[src/rtl/sine_pkg.sv]
// sine_pkg: constants and types shared by the sine_pwm slice.
// Holds the sample width, the midscale helper and the dead-time FSM state type.
`timescale 1ns/1ps

package sine_pkg;

  // Width of the signed sample stream produced by the sinewave generator.
  localparam int SAMPLE_W = 16;

  // XOR mask that flips the sign bit, turning two's complement into offset binary.
  localparam logic [SAMPLE_W-1:0] SIGN_FLIP = 16'h8000;

  // Widest duty/counter width the block supports.
  localparam int PWM_BITS_MAX = 16;

  // States of the complementary-output dead-time FSM.
  typedef enum logic [1:0] {
    DT_LOW  = 2'd0,  // low side on
    DT_RISE = 2'd1,  // both off, heading high
    DT_HIGH = 2'd2,  // high side on
    DT_FALL = 2'd3   // both off, heading low
  } dt_state_t;

  // Midscale duty (50 %) for a given duty width: 2^(bits-1).
  function automatic logic [PWM_BITS_MAX-1:0] midscale(input int bits);
    return PWM_BITS_MAX'(1) << (bits - 1);
  endfunction

endpackage

[src/rtl/pwm_deadtime.sv]
// pwm_deadtime: turns the raw PWM compare result into a complementary
// high-side / low-side pair with DEAD_CYCLES of both-off time at every
// transition. Pulses shorter than the dead time are swallowed. Only
// instantiated when SINE_PWM_DEADTIME_EN is defined.
`timescale 1ns/1ps

module pwm_deadtime
  import sine_pkg::*;
#(
  parameter int DEAD_CYCLES = 4
) (
  input  logic clk,
  input  logic reset,
  input  logic raw,
  output logic pwm_out,
  output logic pwm_n
);

  // Down-counter reload value: DEAD_CYCLES clocks spent in each dead state.
  localparam logic [3:0] DT_LOAD = 4'(DEAD_CYCLES - 1);

  dt_state_t  state;
  logic [3:0] dcnt;

  // Dead-time FSM; outputs are registered together with the next state so
  // they always match the state being entered.
  always_ff @(posedge clk or posedge reset) begin
    if (reset) begin
      state   <= DT_LOW;
      dcnt    <= '0;
      pwm_out <= 1'b0;
      pwm_n   <= 1'b0;
    end else begin
      case (state)
        DT_LOW: begin
          if (raw) begin
            state   <= DT_RISE;
            dcnt    <= DT_LOAD;
            pwm_out <= 1'b0;
            pwm_n   <= 1'b0;
          end else begin
            pwm_out <= 1'b0;
            pwm_n   <= 1'b1;
          end
        end
        DT_RISE: begin
          if (!raw) begin
            // Pulse ended inside the dead band: fall back without ever driving high.
            state   <= DT_LOW;
            pwm_out <= 1'b0;
            pwm_n   <= 1'b1;
          end else if (dcnt == '0) begin
            state   <= DT_HIGH;
            pwm_out <= 1'b1;
            pwm_n   <= 1'b0;
          end else begin
            dcnt    <= dcnt - 4'd1;
            pwm_out <= 1'b0;
            pwm_n   <= 1'b0;
          end
        end
        DT_HIGH: begin
          if (!raw) begin
            state   <= DT_FALL;
            dcnt    <= DT_LOAD;
            pwm_out <= 1'b0;
            pwm_n   <= 1'b0;
          end else begin
            pwm_out <= 1'b1;
            pwm_n   <= 1'b0;
          end
        end
        DT_FALL: begin
          if (raw) begin
            state   <= DT_HIGH;
            pwm_out <= 1'b1;
            pwm_n   <= 1'b0;
          end else if (dcnt == '0) begin
            state   <= DT_LOW;
            pwm_out <= 1'b0;
            pwm_n   <= 1'b1;
          end else begin
            dcnt    <= dcnt - 4'd1;
            pwm_out <= 1'b0;
            pwm_n   <= 1'b0;
          end
        end
        default: begin
          state   <= DT_LOW;
          pwm_out <= 1'b0;
          pwm_n   <= 1'b0;
        end
      endcase
    end
  end

endmodule

[src/rtl/sine_pwm.sv]
// sine_pwm: converts the signed sinewave sample stream into a single-bit PWM
// output. Each sample becomes an unsigned duty value, is parked in a pending
// register and is only promoted to the active duty at a period boundary, so a
// period never sees a duty change part-way through.
// Optional feature macro: SINE_PWM_DEADTIME_EN adds the complementary pwm_n
// output with dead-time insertion.
`timescale 1ns/1ps

module sine_pwm
  import sine_pkg::*;
#(
  parameter int PWM_BITS    = 8,
  parameter int DEAD_CYCLES = 4
) (
  input  logic                       clk,
  input  logic                       reset,
  input  logic signed [SAMPLE_W-1:0] sin_val,
  input  logic                       sample_valid,
`ifdef SINE_PWM_DEADTIME_EN
  output logic                       pwm_n,
`endif
  output logic                       pwm_out,
  output logic                       period_start,
  output logic                       sample_drop
);

  localparam logic [PWM_BITS_MAX-1:0] MID_FULL = midscale(PWM_BITS);
  localparam logic [PWM_BITS-1:0]     MID      = MID_FULL[PWM_BITS-1:0];

  logic [SAMPLE_W-1:0] offset_val;
  logic [PWM_BITS-1:0] duty_in;
  logic [PWM_BITS-1:0] duty_pend;
  logic [PWM_BITS-1:0] duty_act;
  logic [PWM_BITS-1:0] cnt;
  logic                pend_full;
  logic                wrap;
  logic                raw;

  // Offset-binary conversion: flipping the sign bit maps -32768..32767 onto
  // 0..65535; the top PWM_BITS bits are the duty.
  assign offset_val = sin_val ^ SIGN_FLIP;
  assign duty_in    = PWM_BITS'(offset_val >> (SAMPLE_W - PWM_BITS));

  assign wrap = (cnt == '1);
  // Strict less-than: duty all-ones still leaves one low clock per period.
  assign raw  = (cnt < duty_act);

  // Period counter, free-running, wraps naturally at 2^PWM_BITS.
  // NOTE: state registers use non-blocking assignments so every flop samples
  // the pre-edge values, independent of statement order.
  always_ff @(posedge clk or posedge reset) begin
    if (reset) begin
      cnt          <= '0;
      period_start <= 1'b0;
    end else begin
      cnt          <= cnt + PWM_BITS'(1);
      period_start <= wrap;
    end
  end

  // Double buffer: strobes land in duty_pend; the wrap cycle promotes it, or
  // takes a same-cycle strobe straight through.
  always_ff @(posedge clk or posedge reset) begin
    if (reset) begin
      duty_pend   <= MID;
      duty_act    <= MID;
      pend_full   <= 1'b0;
      sample_drop <= 1'b0;
    end else begin
      sample_drop <= 1'b0;
      if (wrap) begin
        pend_full <= 1'b0;
        if (sample_valid) begin
          duty_pend <= duty_in;
          duty_act  <= duty_in;
        end else begin
          duty_act  <= duty_pend;
        end
      end else if (sample_valid) begin
        duty_pend   <= duty_in;
        pend_full   <= 1'b1;
        // Newest sample wins; flag that an unconsumed one was overwritten.
        sample_drop <= pend_full;
      end
    end
  end

`ifdef SINE_PWM_DEADTIME_EN
  pwm_deadtime #(
    .DEAD_CYCLES (DEAD_CYCLES)
  ) u_deadtime (
    .clk     (clk),
    .reset   (reset),
    .raw     (raw),
    .pwm_out (pwm_out),
    .pwm_n   (pwm_n)
  );
`else
  // Plain output path: raw compare result registered once.
  always_ff @(posedge clk or posedge reset) begin
    if (reset) begin
      pwm_out <= 1'b0;
    end else begin
      pwm_out <= raw;
    end
  end
`endif

endmodule

[config.mk]
export PLATFORM = sky130hd
export DESIGN_NAME = sine_pwm
export DESIGN_NICKNAME = d
export VERILOG_FILES = /design/src/rtl/sine_pkg.sv /design/src/rtl/pwm_deadtime.sv /design/src/rtl/sine_pwm.sv
export SDC_FILE = /design/constraint.sdc
export NUM_CORES = 1
export LEC_CHECK = 0
export BUFFER_PORTS_ARGS = -buffer_cell sky130_fd_sc_hd__buf_2
export CORE_MARGIN = 5
export CORE_UTILIZATION = 47
export DETAILED_ROUTE_END_ITERATION = 6
export PLACE_DENSITY = 0.69
export SYNTH_ARGS = -nofsm -noshare
export SYNTH_HDL_FRONTEND = slang
export SYNTH_SLANG_ARGS = --single-unit
export TNS_END_PERCENT = 100
[constraint.sdc]
create_clock -name clk -period 3.6 [get_ports clk]
set_input_delay 0 -clock clk [delete_from_list [all_inputs] [get_ports clk]]
set_output_delay 0 -clock clk [all_outputs]
set_load 0.02 [all_outputs]
==> results of run 1 <==
-- sequential cells by signal (all words and copies together), names as in the netlist --
name          cells
sample_drop       1
cnt               8
pwm_out           1
duty_act          8
duty_pend         8
pend_full         1
period_start      1
-- routing by layer --
layer,track usage [%],part of all wire [%]
met5,0,0
met1,14.36,44
met4,4.545,2.0
met3,2.516,3.9
met2,21.52,50
-- cell usage after synthesis (all sizes together) --
master / count / area, um^2
nor2b: 1 / 6.260
dfstp: 2 / 52.55
buf: 2 / 16.26
a21oi: 4 / 20.02
o211ai: 1 / 7.510
o21ai: 1 / 5.000
nand3: 6 / 30.03
mux2: 15 / 195.2
mux2i: 1 / 10.01
xnor2: 3 / 26.28
xor2: 3 / 26.28
ha: 8 / 100.1
dfrtp: 26 / 650.6
inv: 10 / 37.54
nand2: 4 / 15.01
and3: 1 / 7.510
nor2: 7 / 28.78
nand4: 1 / 12.51
-- logic make-up after synthesis --
logic type      Yosys count  share of synthesized area (%)
mux                      16                          16.45
compound gates            6                          2.608
fa+ha+maj                 8                          8.024
buf+inv                  12                          4.313
flops                    28                          56.37
simple gates             20                          8.024
xor+xnor                  6                          4.213
-- area by class of cell --
cell class | instances | area [um^2]
Fill cell | 206 | 1030
Sequential cell | 28 | 703.2
Multi-Input combinational cell | 56 | 490.5
Timing Repair Buffer | 23 | 165.2
Inverter | 10 | 37.54
Tap cell | 30 | 37.54
Clock buffer | 4 | 36.28
-- worst max-delay path, delay by kind of cell (launching register included) --
family,cells,cell delay (ns)
muxes,1,0.41
and+or+nand+nor,2,0.68
DFF,1,0.41
adders and majority gates,1,0.25
-- power by group --
group	internal, mW	switching [mW]
Combinational	0.0196	0.0161
Clock	0.0619	0.0887
Sequential	0.325	0.00243
Total	0.406	0.107
-- how the worst max path moves through the flow --
stage / from / to / cells past startpoint
floorplan: cnt[0] / duty_act[0] / 5
global placement: cnt[0] / duty_act[6] / 4
detailed placement: cnt[0] / duty_act[6] / 4
CTS: cnt[0] / duty_act[6] / 4
global route: cnt[1] / duty_act[6] / 4
finish: cnt[0] / duty_act[6] / 4
-- stage by stage --
stage               area, um^2  utilization, %  hold slack, ns  std cells  total power [mW]
finish                    1470           58.81          0.3669        151            0.5136
global route              1470           58.81          0.3891        151            0.5343
CTS                       1470           58.81          0.3605        151            0.5201
detailed placement        1334           53.35          0.1853        137            0.3613
global placement          1334           53.35          0.1656        137            0.3595
floorplan                 1247               -         0.06393         96            0.3514
==> out/metrics.csv, run 1 <==
stage,metric,value,unit
timing,Final TNS setup,0,ns
die,core area,2500,um^2
worst_setup_path,CP max stage delay,0.57,ns
run,max cap viols,0,
die,I/O pin total,22,
clocking,postcts setup bufs,0,
global_route,pin count of the biggest net entering global routing,29,
detailed_routing,Vias,761,
clocking,CTS tree,done,
clocking,Skew-Pair Late Insertion Delay,0.33,ns
detailed_routing,DRT iter0 DRCs,8,
timing,final setup margin,1.751,ns
detailed_routing,WL/cell,13.18,um
placement,HPWL reported at the end of detailed placement,1.347,mm
die,Die Width,61.52,um
timing,endpoints failing setup,0,
placement,PortBufs,13,
global_route,GRT Util Overall,12.15,%
yosys,Seq cells post-synth,28,
global_route,first-pass GRT wire length,3.353,mm
worst_setup_path,Critical Path RT,3.83,ns
global_route,initial antenna violation count,0,
clocking,total CTS buffers,3,
finish,most used cells in the layout excluding fill and tap cells,"dfrtp_1, buf_2, inv_1, dlygate4sd3_1",
min_path,hold path endpoint,duty_pend[7],
status,status,"complete, no violations",
yosys,Synth Instances,96,
yosys,"Seq/Total Area, Yosys",56.37,%
yosys,Cell variety after synth,21,
clocking,Post-CTS Resized,0,
worst_setup_path,startpoint types,register,
timing,Max-slew headroom,30.56,%
pwr,Power Dens Cells,349.3,nW/um^2
worst_setup_path,reg2reg path depth,4,
die,# rows,18,
timing,"Period Utilization, post-route",51.35,%
pwr,P_leak,0.6912,nW
finish,share of cells above drive strength 1,30.58,%
timing,RSZ-0062 raised after global routing,false,
clocking,clk buf depth,2,
clocking,clock tree root buffer cell,clkbuf_4,
worst_setup_path,CP Max Fanout,11,
finish,Area growth syn-to-layout,17.85,%
worst_setup_path,Worst R2R End,duty_act[6],
timing,minimum clock period,1.849,ns
clocking,htree depth,1,
die,die area,3785,um^2
placement,GP Congestion,0.7575,
finish,antenna cell count,0,
min_path,HP Class,in2reg,
worst_setup_path,Crit-path slowest cell,nor2_2,
yosys,"Net Count, Synth",123,
worst_setup_path,crit path capture type,register,
worst_setup_path,r2r setup slk,1.75,ns
detailed_routing,Final ANT Viol Nets,0,
min_path,WHS Path Cells,3,
worst_setup_path,crit-path cells,ha_1 -> nand3_1 -> nor2_2 -> mux2_2,
timing,Max Slew Vio Count,0,
yosys,yosys warns,0,
detailed_routing,via/cell ratio,5.040,
timing,Worst-Margin Slew,1.040,ns
global_route,total global routing overflow,0,
yosys,Syn Area/Cell,12.99,um^2
worst_setup_path,r2r startpoint,cnt[0],
worst_setup_path,crit path kind,reg2reg,
timing,final hold violations,0,
clocking,CTS Sinks,28,
global_route,vias in the first global route,806,
timing,clock skew,0.004147,ns
min_path,min-delay src,sin_val[15],
clocking,clock slew seen by the registers of the worst setup and hold paths,0.14,ns
finish,final net count,149,
pwr,maximum VDD drop,217.4,uV
detailed_routing,Post-route DRC,0,
worst_setup_path,critical path data arrival time,2.08,ns
detailed_routing,drt first pass iters,4,
timing,fmax,541.0,MHz
finish,"most common cell after layout, fill and taps aside",dfrtp_1,
yosys,Mapped Area,1247,um^2
die,Chip Height,61.52,um
die,Initial Utilization,49.90,%
clocking,hold buffers post-CTS,10,
detailed_routing,Post-Route WL,1.990,mm
placement,pre-CTS WS,1.740,ns
No activity file was read; power rests on OpenSTA's default activity.
==> run 2, diff against run 1 <==
--- a/config.mk
+++ b/config.mk
@@ -5,6 +5,7 @@
 export SDC_FILE = /design/constraint.sdc
 export NUM_CORES = 1
 export LEC_CHECK = 0
+export ABC_AREA = 1
 export BUFFER_PORTS_ARGS = -buffer_cell sky130_fd_sc_hd__buf_2
 export CORE_MARGIN = 5
 export CORE_UTILIZATION = 47
==> constraint.sdc (replaced) <==
create_clock -name clk -period 1.9 [get_ports clk]
set_input_delay 0 -clock clk [delete_from_list [all_inputs] [get_ports clk]]
set_output_delay 0 -clock clk [all_outputs]
set_load 0.02 [all_outputs]
==> out/metrics.csv, run 2 <==
stage,metric,value,unit,change
detailed_routing,Post-route DRC,0,,unchanged
placement,PortBufs,13,,unchanged
yosys,Yosys top cell area share,52.58,%,was 52.16%
worst_setup_path,CP Max Fanout,2,,was 11
global_route,first-pass GRT wire length,4.015,mm,was 3.353 mm
clocking,Post-CTS Resized,0,,unchanged
detailed_routing,DRT iter0 DRCs,24,,was 8
global_route,GRT Util Overall,14.30,%,was 12.15%
finish,final net count,187,,was 149
global_route,pin count of the biggest net entering global routing,18,,was 29
die,# rows,18,,unchanged
yosys,top_reg_cell synth,dfrtp_1,,unchanged
detailed_routing,drt first pass iters,4,,unchanged
yosys,Synth area leader,dfrtp_1,,unchanged
timing,Max-slew headroom,59.61,%,was 30.56%
placement,HPWL reported at the end of detailed placement,1.587,mm,was 1.347 mm
placement,GP Congestion,0.7304,,was 0.7575
detailed_routing,Vias,856,,was 761
clocking,clock tree root buffer cell,clkbuf_4,,unchanged
timing,Final TNS setup,0,ns,unchanged
yosys,Synth Instances,132,,was 96
clocking,CTS Sinks,28,,unchanged
timing,minimum clock period,1.339,ns,was 1.849 ns
worst_setup_path,Worst R2R End,pwm_out,,was duty_act[6]
die,I/O pin total,22,,unchanged
global_route,initial antenna violation count,0,,unchanged
yosys,top post-synthesis cells by area,"dfrtp_1, nand2_1, ha_1",,"was dfrtp_1, mux2_4, ha_1"
yosys,ys async rst share,100.0,%,unchanged
clocking,CTS tree,done,,unchanged
detailed_routing,WL/cell,11.01,um,was 13.18 um
finish,FF+latch area,703.2,um^2,unchanged
worst_setup_path,reg2reg path depth,5,,was 4
worst_setup_path,critical path data arrival time,1.59,ns,was 2.08 ns
timing,clock skew,0.002041,ns,was 0.004147 ns
yosys,Synth top cells by count,"nand2_1, dfrtp_1, inv_1",,"was dfrtp_1, inv_1, ha_1, mux2_2, mux2_4"
yosys,Syn Area/Cell,9.375,um^2,was 12.99 um^2
clocking,htree depth,1,,unchanged
finish,"most common cell after layout, fill and taps aside",nand2_1,,was dfrtp_1
worst_setup_path,Critical Path RT,2.15,ns,was 3.83 ns
die,Initial Utilization,49.50,%,was 49.90%
timing,Worst-Margin Slew,0.6051,ns,was 1.040 ns
timing,"Period Utilization, post-route",70.47,%,was 51.35%
die,Chip Height,61.31,um,was 61.52 um
global_route,total global routing overflow,0,,unchanged
yosys,"Net Count, Synth",159,,was 123
finish,Fillers,206,,unchanged
worst_setup_path,crit path capture type,register,,unchanged
timing,RSZ-0062 raised after global routing,false,,unchanged
clocking,Skew-Pair Late Insertion Delay,0.31,ns,was 0.33 ns
timing,Max Slew Vio Count,0,,unchanged
pwr,Pwr Total,924.9,uW,was 513.6 uW
pwr,maximum VDD drop,442.1,uV,was 217.4 uV
finish,antenna cell count,0,,unchanged
worst_setup_path,crit-path cells,inv_1 -> ha_1 -> a21oi_1 -> o21ai_0 -> a21oi_1,,was ha_1 -> nand3_1 -> nor2_2 -> mux2_2
detailed_routing,Final ANT Viol Nets,0,,unchanged
yosys,Seq cells post-synth,28,,unchanged
clocking,clk buf depth,2,,unchanged
worst_setup_path,startpoint types,register,,unchanged
finish,Finished Layout Cells,189,,was 151
yosys,Post-synth EDFFs,0,,unchanged
worst_setup_path,crit path kind,reg2reg,,unchanged
worst_setup_path,CP max stage delay,0.55,ns,was 0.57 ns
yosys,"Seq/Total Area, Yosys",56.83,%,was 56.37%
worst_setup_path,r2r setup slk,0.56,ns,was 1.75 ns
global_route,vias in the first global route,907,,was 806
yosys,Cell variety after synth,18,,was 21
die,core area,2500,um^2,unchanged
status,status,"complete, no violations",,unchanged
worst_setup_path,r2r startpoint,duty_act[7],,was cnt[0]
detailed_routing,Post-Route WL,2.081,mm,was 1.990 mm
yosys,yosys warns,0,,unchanged
detailed_routing,via/cell ratio,4.529,,was 5.040
clocking,clock slew seen by the registers of the worst setup and hold paths,0.14,ns,about the same
finish,share of cells above drive strength 1,15.09,%,was 30.58%
die,Die Width,61.31,um,was 61.52 um
finish,most used cells in the layout excluding fill and tap cells,"nand2_1, dfrtp_1, inv_1, buf_2, dlygate4sd3_1",,"was dfrtp_1, buf_2, inv_1, dlygate4sd3_1"
min_path,HP Class,in2async,,was in2reg
timing,final hold violations,0,,unchanged
yosys,Mapped Area,1237,um^2,was 1247 um^2
timing,fmax,746.9,MHz,was 541.0 MHz
finish,area of the multi-input gates,464.2,um^2,was 490.5 um^2
worst_setup_path,Crit-path slowest cell,dfstp_2,,was nor2_2
die,die area,3759,um^2,was 3785 um^2
pwr,P_leak,0.8267,nW,was 0.6912 nW
worst_setup_path,"most used cell, CP",a21oi_1,,
placement,placed cell count,175,,was 137
pwr,Power Dens Cells,629.7,nW/um^2,was 349.3 nW/um^2
yosys,most frequent cell after synthesis,nand2_1,,was dfrtp_1
run,max cap viols,0,,unchanged
finish,final design utilization,58.76,%,was 58.81%
finish,Area growth syn-to-layout,18.71,%,was 17.85%
clocking,total CTS buffers,3,,unchanged
finish,largest registers,"cnt: 8 flops, duty_act: 8 flops, duty_pend: 8 flops",,unchanged
timing,endpoints failing setup,0,,unchanged
==> run 2: logic make-up after synthesis <==
| logic type | count (synthesis) | share of synthesized area [%] |
|---|---|---|
| compound gates | 7 | 2.831 |
| xor+xnor | 6 | 4.247 |
| fa+ha+maj | 8 | 8.089 |
| buf+inv | 17 | 5.663 |
| flops | 28 | 56.82 |
| simple gates | 66 | 22.35 |
==> run 2: how the worst max path moves through the flow <==
stage / from / end / cells past startpoint
CTS: cnt[1] / duty_act[2] / 7
global placement: cnt[1] / duty_act[6] / 7
finish: duty_act[7] / pwm_out / 5
floorplan: duty_act[7] / pwm_out / 5
detailed placement: duty_act[7] / pwm_out / 5
global route: cnt[1] / duty_act[2] / 7
==> run 2: power breakdown <==
group	internal, mW	switching (mW)
clock network	0.0820	0.158
logic	0.0302	0.0359
registers	0.613	0.00522
==> run 2: final cells by class <==
| cell class | instances | share of cell area [%] |
|---|---|---|
| Sequential cell | 28 | 47.87 |
| Tap cell | 30 | 2.555 |
| Clock buffer | 4 | 1.789 |
| Timing Repair Buffer | 24 | 11.75 |
| Inverter | 16 | 4.429 |
| Multi-Input combinational cell | 87 | 31.60 |
==> run 2: worst max-delay path, delay by kind of cell, from the launching register on <==
kind,cells,cell delay (ns)
AO/OA/AOI/OAI,3,0.37
adder cells (fa/ha/maj),1,0.31
buffers and inverters,1,0.04
flip-flops,1,0.55
==> run 2: per-stage QoR <==
stage               worst slack [ns]  hold WS, ns  cell area [um^2]
global route                  0.4033       0.3266              1469
detailed placement            0.5881       0.1048              1343
finish                        0.5612       0.2744              1469
CTS                           0.5434       0.2897              1469
global placement              0.6018      0.09451              1343
floorplan                     0.6958      0.06393              1237
==> run 2: timing repair <==
| item | 4_1_cts | 5_1_grt |
|---|---|---|
| setup buffers | 0 | 0 |
| hold endpoints to repair | 25 | 0 |
| endpoints found under the setup margin | 0 | 0 |
| hold buffers | 10 | 0 |
==> run 2: per-layer routing <==
metal,up-vias,routed length (um),GRT usage [%]
li1,457,-,-
met1,378,957,17.91
met2,17,1043,25.38
met3,4,57,2.516
met4,0,24,3.715
met5,-,0,0
